===== src/rtl/err_sumup_fault_monitor_pkg.sv =====
// err_sumup_fault_monitor_pkg: shared state enum, default widths and saturating add
package err_sumup_fault_monitor_pkg;
  typedef enum logic [1:0] {IDLE, ACCUM, JUDGE, FAULT} state_e;
  localparam int DEF_INWIDTH = 26;
  localparam int DEF_ACCWIDTH = 32;
  localparam int DEF_WINW = 8;
  localparam int DEF_CNTW = 8;
  localparam int LIMW = 4;
  function automatic logic [63:0] sat_add(input logic [63:0] a, input logic [63:0] b, input int w);
    logic [64:0] s;
    logic [63:0] m;
    m = (w >= 64) ? '1 : ((64'd1 << w) - 64'd1);
    s = {1'b0, a} + {1'b0, b};
    return (s > {1'b0, m}) ? m : s[63:0];
  endfunction
endpackage


===== src/rtl/err_sumup_fault_monitor_if.sv =====
// err_sumup_fault_monitor_if: summed error-check sample stream (data + enable)
interface err_sumup_fault_monitor_if import err_sumup_fault_monitor_pkg::*; #(
  parameter int INWIDTH = DEF_INWIDTH
) ();
  logic [INWIDTH-1:0] err_chk_sumup;
  logic err_chk_sumup_en;
  modport master(output err_chk_sumup, err_chk_sumup_en);
  modport slave(input err_chk_sumup, err_chk_sumup_en);
endinterface


===== src/rtl/err_sumup_fault_monitor_sat_acc.sv =====
// sat_acc: window accumulator with clear > load > saturating add priority
module sat_acc import err_sumup_fault_monitor_pkg::*; #(
  parameter int INWIDTH = DEF_INWIDTH,
  parameter int ACCWIDTH = DEF_ACCWIDTH
) (
  input  logic                clk,
  input  logic                rstn,
  input  logic                clr,
  input  logic                ld,
  input  logic                add,
  input  logic [INWIDTH-1:0]  din,
  output logic [ACCWIDTH-1:0] acc
);
  always_ff @(posedge clk or negedge rstn)
    if (!rstn) acc <= '0;
    else if (clr) acc <= '0;
    else if (ld) acc <= ACCWIDTH'(din);
    else if (add) acc <= ACCWIDTH'(sat_add(64'(acc), 64'(din), ACCWIDTH));
endmodule


===== src/rtl/err_sumup_fault_monitor.sv =====
// err_sumup_fault_monitor: windowed sumup accumulation, threshold judge and sticky consecutive-exceed fault
module err_sumup_fault_monitor import err_sumup_fault_monitor_pkg::*; #(
  parameter int INWIDTH = DEF_INWIDTH,
  parameter int ACCWIDTH = DEF_ACCWIDTH,
  parameter int WINW = DEF_WINW,
  parameter int CNTW = DEF_CNTW
) (
  input  logic                  clk,
  input  logic                  rstn,
  err_sumup_fault_monitor_if.slave sum_if,
  input  logic [ACCWIDTH-1:0]   thresh_i,
  input  logic [WINW-1:0]       win_len_i,
  input  logic [LIMW-1:0]       consec_lim_i,
  input  logic                  fault_ack_i,
  input  logic                  clear_i,
  output logic [ACCWIDTH-1:0]   win_sum_o,
  output logic                  win_done_o,
  output logic                  win_exceed_o,
  output logic                  fault_o,
  output logic [CNTW-1:0]       exceed_cnt_o,
  output logic                  busy_o
);
  state_e state;
  logic [WINW-1:0] cnt, len_q, len_eff;
  logic [LIMW-1:0] lim_q, lim_eff, consec, consec_nxt;
  logic [ACCWIDTH-1:0] thr_q, acc;
  logic en, exceed, trip, start;
  assign en = sum_if.err_chk_sumup_en;
  assign len_eff = (win_len_i == '0) ? WINW'(1) : win_len_i;
  assign lim_eff = (consec_lim_i == '0) ? LIMW'(1) : consec_lim_i;
  assign exceed = acc > thr_q;
  assign consec_nxt = exceed ? LIMW'(sat_add(64'(consec), 64'd1, LIMW)) : '0;
  assign trip = consec_nxt >= lim_q;
  // a window opens from IDLE, or straight out of a judge that did not trip
  assign start = en && (state == IDLE || (state == JUDGE && !trip));
  assign busy_o = state != IDLE;
  sat_acc #(.INWIDTH(INWIDTH), .ACCWIDTH(ACCWIDTH)) u_acc (
    .clk(clk),
    .rstn(rstn),
    .clr(clear_i),
    .ld(start),
    .add(state == ACCUM && en),
    .din(sum_if.err_chk_sumup),
    .acc(acc)
  );
  always_ff @(posedge clk or negedge rstn)
    if (!rstn) begin
      state <= IDLE;
      cnt <= '0;
      len_q <= WINW'(1);
      lim_q <= LIMW'(1);
      thr_q <= '0;
      consec <= '0;
      win_sum_o <= '0;
      win_done_o <= 1'b0;
      win_exceed_o <= 1'b0;
      fault_o <= 1'b0;
      exceed_cnt_o <= '0;
    end else if (clear_i) begin
      state <= IDLE;
      cnt <= '0;
      consec <= '0;
      win_sum_o <= '0;
      win_done_o <= 1'b0;
      win_exceed_o <= 1'b0;
      fault_o <= 1'b0;
      exceed_cnt_o <= '0;
    end else begin
      win_done_o <= 1'b0;
      if (start) begin
        len_q <= len_eff;
        lim_q <= lim_eff;
        thr_q <= thresh_i;
        cnt <= WINW'(1);
      end
      case (state)
        IDLE: if (en) state <= (len_eff == WINW'(1)) ? JUDGE : ACCUM;
        ACCUM: if (en) begin
          cnt <= cnt + WINW'(1);
          if (cnt + WINW'(1) == len_q) state <= JUDGE;
        end
        JUDGE: begin
          win_sum_o <= acc;
          win_done_o <= 1'b1;
          win_exceed_o <= exceed;
          consec <= consec_nxt;
          if (exceed) exceed_cnt_o <= CNTW'(sat_add(64'(exceed_cnt_o), 64'd1, CNTW));
          if (trip) fault_o <= 1'b1;
          state <= trip ? FAULT : !en ? IDLE : (len_eff == WINW'(1)) ? JUDGE : ACCUM;
        end
        FAULT: if (fault_ack_i) begin
          fault_o <= 1'b0;
          consec <= '0;
          state <= IDLE;
        end
        default: state <= IDLE;
      endcase
    end
endmodule

===== src/flat_wrapper.sv =====
// flat-port wrapper written by rule: the top's interface ports become plain ports
module err_sumup_fault_monitor_flat import err_sumup_fault_monitor_pkg::*;
#(
  parameter int INWIDTH = DEF_INWIDTH,
  parameter int ACCWIDTH = DEF_ACCWIDTH,
  parameter int WINW = DEF_WINW,
  parameter int CNTW = DEF_CNTW
)
  (clk, rstn, thresh_i, win_len_i, consec_lim_i, fault_ack_i, clear_i, win_sum_o, win_done_o, win_exceed_o, fault_o, exceed_cnt_o, busy_o, sum_if_err_chk_sumup, sum_if_err_chk_sumup_en);
  err_sumup_fault_monitor_if #(.INWIDTH(INWIDTH)) sum_if_i ();
  input  logic clk;
  input  logic rstn;
  input  logic [ACCWIDTH-1:0] thresh_i;
  input  logic [WINW-1:0] win_len_i;
  input  logic [LIMW-1:0] consec_lim_i;
  input  logic fault_ack_i;
  input  logic clear_i;
  output logic [ACCWIDTH-1:0] win_sum_o;
  output logic win_done_o;
  output logic win_exceed_o;
  output logic fault_o;
  output logic [CNTW-1:0] exceed_cnt_o;
  output logic busy_o;
  input wire logic [$bits(sum_if_i.err_chk_sumup)-1:0] sum_if_err_chk_sumup;
  input wire logic [$bits(sum_if_i.err_chk_sumup_en)-1:0] sum_if_err_chk_sumup_en;
  assign sum_if_i.err_chk_sumup = sum_if_err_chk_sumup;
  assign sum_if_i.err_chk_sumup_en = sum_if_err_chk_sumup_en;
  err_sumup_fault_monitor #(.INWIDTH(INWIDTH), .ACCWIDTH(ACCWIDTH), .WINW(WINW), .CNTW(CNTW)) u_core (.clk(clk), .rstn(rstn), .sum_if(sum_if_i), .thresh_i(thresh_i), .win_len_i(win_len_i), .consec_lim_i(consec_lim_i), .fault_ack_i(fault_ack_i), .clear_i(clear_i), .win_sum_o(win_sum_o), .win_done_o(win_done_o), .win_exceed_o(win_exceed_o), .fault_o(fault_o), .exceed_cnt_o(exceed_cnt_o), .busy_o(busy_o));
endmodule

===== config.mk =====
export PLATFORM = sky130hd
export DESIGN_NAME = err_sumup_fault_monitor_flat
export DESIGN_NICKNAME = d
export VERILOG_FILES = /design/src/rtl/err_sumup_fault_monitor_pkg.sv /design/src/rtl/err_sumup_fault_monitor_if.sv /design/src/rtl/err_sumup_fault_monitor_sat_acc.sv /design/src/rtl/err_sumup_fault_monitor.sv /design/src/flat_wrapper.sv
export SDC_FILE = /design/constraint.sdc
export NUM_CORES = 1
export LEC_CHECK = 0
export BUFFER_PORTS_ARGS = -buffer_cell sky130_fd_sc_hd__buf_2
export CORE_MARGIN = 5
export CORE_UTILIZATION = 60
export DETAILED_ROUTE_END_ITERATION = 6
export HOLD_SLACK_MARGIN = 0.1
export PLACE_DENSITY = 0.8
export SYNTH_ARGS = -nofsm -noshare
export SYNTH_HDL_FRONTEND = slang
export SYNTH_SLANG_ARGS = --single-unit

===== constraint.sdc =====
create_clock -name clk -period 10.4 [get_ports clk]
set_input_delay 2.08 -clock clk [delete_from_list [all_inputs] [get_ports clk]]
set_output_delay 2.08 -clock clk [all_outputs]
set_load 0.01 [all_outputs]

==> flow_metrics.env <==
export IMPL_start_kind="flip-flop"
export IMPL_drive_gt1_share_pct=17.40
export IMPL_final_common_cell="nand2_1"
export IMPL_final_hold_viol_count=0
export IMPL_yosysSeqAreaShare_pct=39.96
export IMPL_rsz0062_at_grt="no"
export IMPL_yosysTopAreaCellShare_pct=39.33
export IMPL_synth_edf_count=0
export IMPL_grt_antenna_before_repair=0
export IMPL_mostFrequentLayoutCells="nand2_1, dfrtp_1, buf_2"
export IMPL_cts_tree="yes"
export IMPL_syn_to_final_growth_pct=15.94
export IMPL_instances_no_fill=1243
export IMPL_setup_viol=0
export IMPL_syn_area_sq_um=8334
export IMPL_slew_headroom_pct=21.07
export IMPL_async_flop_share_pct=100.0
export IMPL_cts_setup_buffers=0
export IMPL_grt_ovfl_total=0
export IMPL_dp_cells=1211
export IMPL_drc=0
export IMPL_vdd_drop_max_uv=108.6
export IMPL_ys_warn_count=0
export IMPL_crit_type="flip-flop to flip-flop"
export IMPL_cts_root_buf="clkbuf_16"
export IMPL_post_cts_resized=0
export IMPL_die_h_um=127.9
export IMPL_fmax_mhz=182.2
export IMPL_vias=7577
export IMPL_clk_pin_slew_ns=0.06
export IMPL_synth_seq_cells=133
export IMPL_cts_htree_levels=4
export IMPL_yosysTopAreaCell="dfrtp_1"
export IMPL_synth_main_ff_cell="dfrtp_1"
export IMPL_worstPathRequired_ns=10.73
export IMPL_drt_iter0_markers=677
export IMPL_worst_setup_path_end_kind="flip-flop"
export IMPL_wl_per_cell_um=18.28
export IMPL_synth_distinct_cells=69
export IMPL_syn_nets=1090
export IMPL_min_path_type="flip-flop to flip-flop"
export IMPL_die_area_sq_um=16350
export IMPL_portBuffers=118
export IMPL_cts_sinks=133
export IMPL_place_congestion=0.9378
export IMPL_ant_nets=0
export IMPL_rows=43
export IMPL_grt_pass1_wl_um=37100
export IMPL_cts_buffers=17
export IMPL_power_density_nw_per_um2=156.1
export IMPL_pin_count=119
export IMPL_holdBufCountCts=0
export IMPL_hpwl_um=16270
export IMPL_ys_top_cells_by_area="dfrtp_1, ha_1, nand2_1"
export IMPL_fin_worst_skew_ns=0.006471
export IMPL_slew_violations=0
export IMPL_setup_tns_ns=0
export IMPL_dr_pass1_iters=5
export IMPL_netlist_instances=947
export IMPL_viasPerCell=6.096
export IMPL_drv_cap=0
export IMPL_grt_pass1_vias=7403
export IMPL_clk_latency_ns=0.42
export IMPL_fp_coreArea_sq_um=13770
export IMPL_fp_dieW_um=127.9
export IMPL_finalCritPeriodShare_pct=52.78
export IMPL_worstPathArrival_ns=5.81
export IMPL_whs_ns=0.5172
export IMPL_clk_path_buf_depth=2
export IMPL_worst_pin_slew_ns=1.184
export IMPL_status="completed"
export IMPL_p_leak_uw=0.004676
export IMPL_diodes=0
export IMPL_track_usage_pct=28.46
export IMPL_grt_max_degree=74
export IMPL_critical_path_max_fanout=25
export IMPL_period_minus_slack_ns=5.489
export IMPL_syn_avg_cell_area_sq_um=8.801
export IMPL_start_util_pct=60.51
export IMPL_fin_nets=1193
export IMPL_wl_um=22720
synth_stat cells, types with 13 or more instances:
| master | n |
|---|---|
| nand3_1 | 18 |
| xor2_1 | 20 |
| a21o_1 | 26 |
| inv_1 | 51 |
| nand2_1 | 161 |
| clkbuf_1 | 33 |
| a31oi_1 | 17 |
| ha_1 | 67 |
| xnor2_1 | 20 |
| nor2_1 | 49 |
| o21ai_0 | 70 |
| dfrtp_1 | 131 |
| o31ai_1 | 13 |
| a21oi_1 | 90 |
cell type report:
type                    instances  area (sq um)
flip-flops and latches        133          3331
multi-input cells             722          4666
clock buffers                  22         484.2
clock inverters                10         120.1
repair buffers                125         645.6
inverters                      51         191.4
well taps                     180         225.2
fillers                      1117          4110
through the flow:
stage | setup WS, ns | utilization, % | total power, uW | cell area, sq um
after global routing | 4.527 | 70.16 | 1579 | 9663
after global placement | 5.169 | 65.77 | 891.0 | 9059
after floorplan | 5.713 | - | 806.2 | 8334
final | 4.911 | 70.16 | 1508 | 9663
after detailed placement | 4.986 | 65.77 | 900.6 | 9059
after CTS | 4.961 | 70.16 | 1508 | 9663
power by group:
part	switching (uW)	internal (uW)	leakage, uW	total [uW]
Combinational	183	125	0.00262	308
Sequential	31.3	560	0.00176	592
Clock	228	379	0.000293	608
final timing paths:
| check | from | endpoint | slack [ns] | depth (start not counted) |
|---|---|---|---|---|
| max reg2reg | u_core.u_acc.acc[13] | u_core.u_acc.acc[24] | 4.91 | 15 |
| min | u_core.win_sum_o[18] | u_core.win_sum_o[18] | 0.52 | 2 |
| min in group asynchronous | rstn | u_core.win_sum_o[2] | 1.80 | 1 |
| min reg2reg | u_core.win_sum_o[18] | u_core.win_sum_o[18] | 0.52 | 2 |
| max in group asynchronous | rstn | u_core.u_acc.acc[22] | 7.25 | 2 |
| max | u_core.u_acc.acc[13] | u_core.u_acc.acc[24] | 4.91 | 15 |
layer usage:
metal | vias to the layer above | GRT usage, % | part of all wire, %
li1 | 3588 | - | -
met1 | 3645 | 40.90 | 45
met2 | 299 | 43.81 | 46
met3 | 45 | 5.167 | 7.5
met4 | 0 | 9.301 | 2.0
met5 | - | 0 | 0
cells by family after synthesis:
logic type                 synth area share, %
and+or+nand+nor                          17.82
AOI/OAI and AO/OA                        22.55
xor gates and xnor gates                 4.204
buffers and inverters                    4.219
adders and majority gates                10.30
muxes                                   0.9459
DFF                                      39.96
registers in the layout, indices dropped and copies added (netlist names):
signal	count
u_core.thr_q	32
u_core.u_acc.acc	32
u_core.win_sum_o	32
u_core.cnt	8
u_core.exceed_cnt_o	8
u_core.len_q	8
u_core.consec	4
u_core.lim_q	4
u_core.state	2
u_core.fault_o	1
u_core.win_done_o	1
u_core.win_exceed_o	1
critical path, cell delays in order, from the launching register on:
cell,delay (ns)
dfrtp_1,0.42
ha_1,0.32
nand4_1,0.14
or3_1,0.39
o221a_2,0.25
o31ai_2,0.88
nand2_1,0.23
a21oi_1,0.19
ha_1,0.25
a21o_1,0.15
a21o_1,0.19
a21o_1,0.22
a21oi_2,0.89
o21ai_0,0.34
and4b_1,0.30
a311oi_2,0.22
No activity file was read; power rests on OpenSTA's default activity.
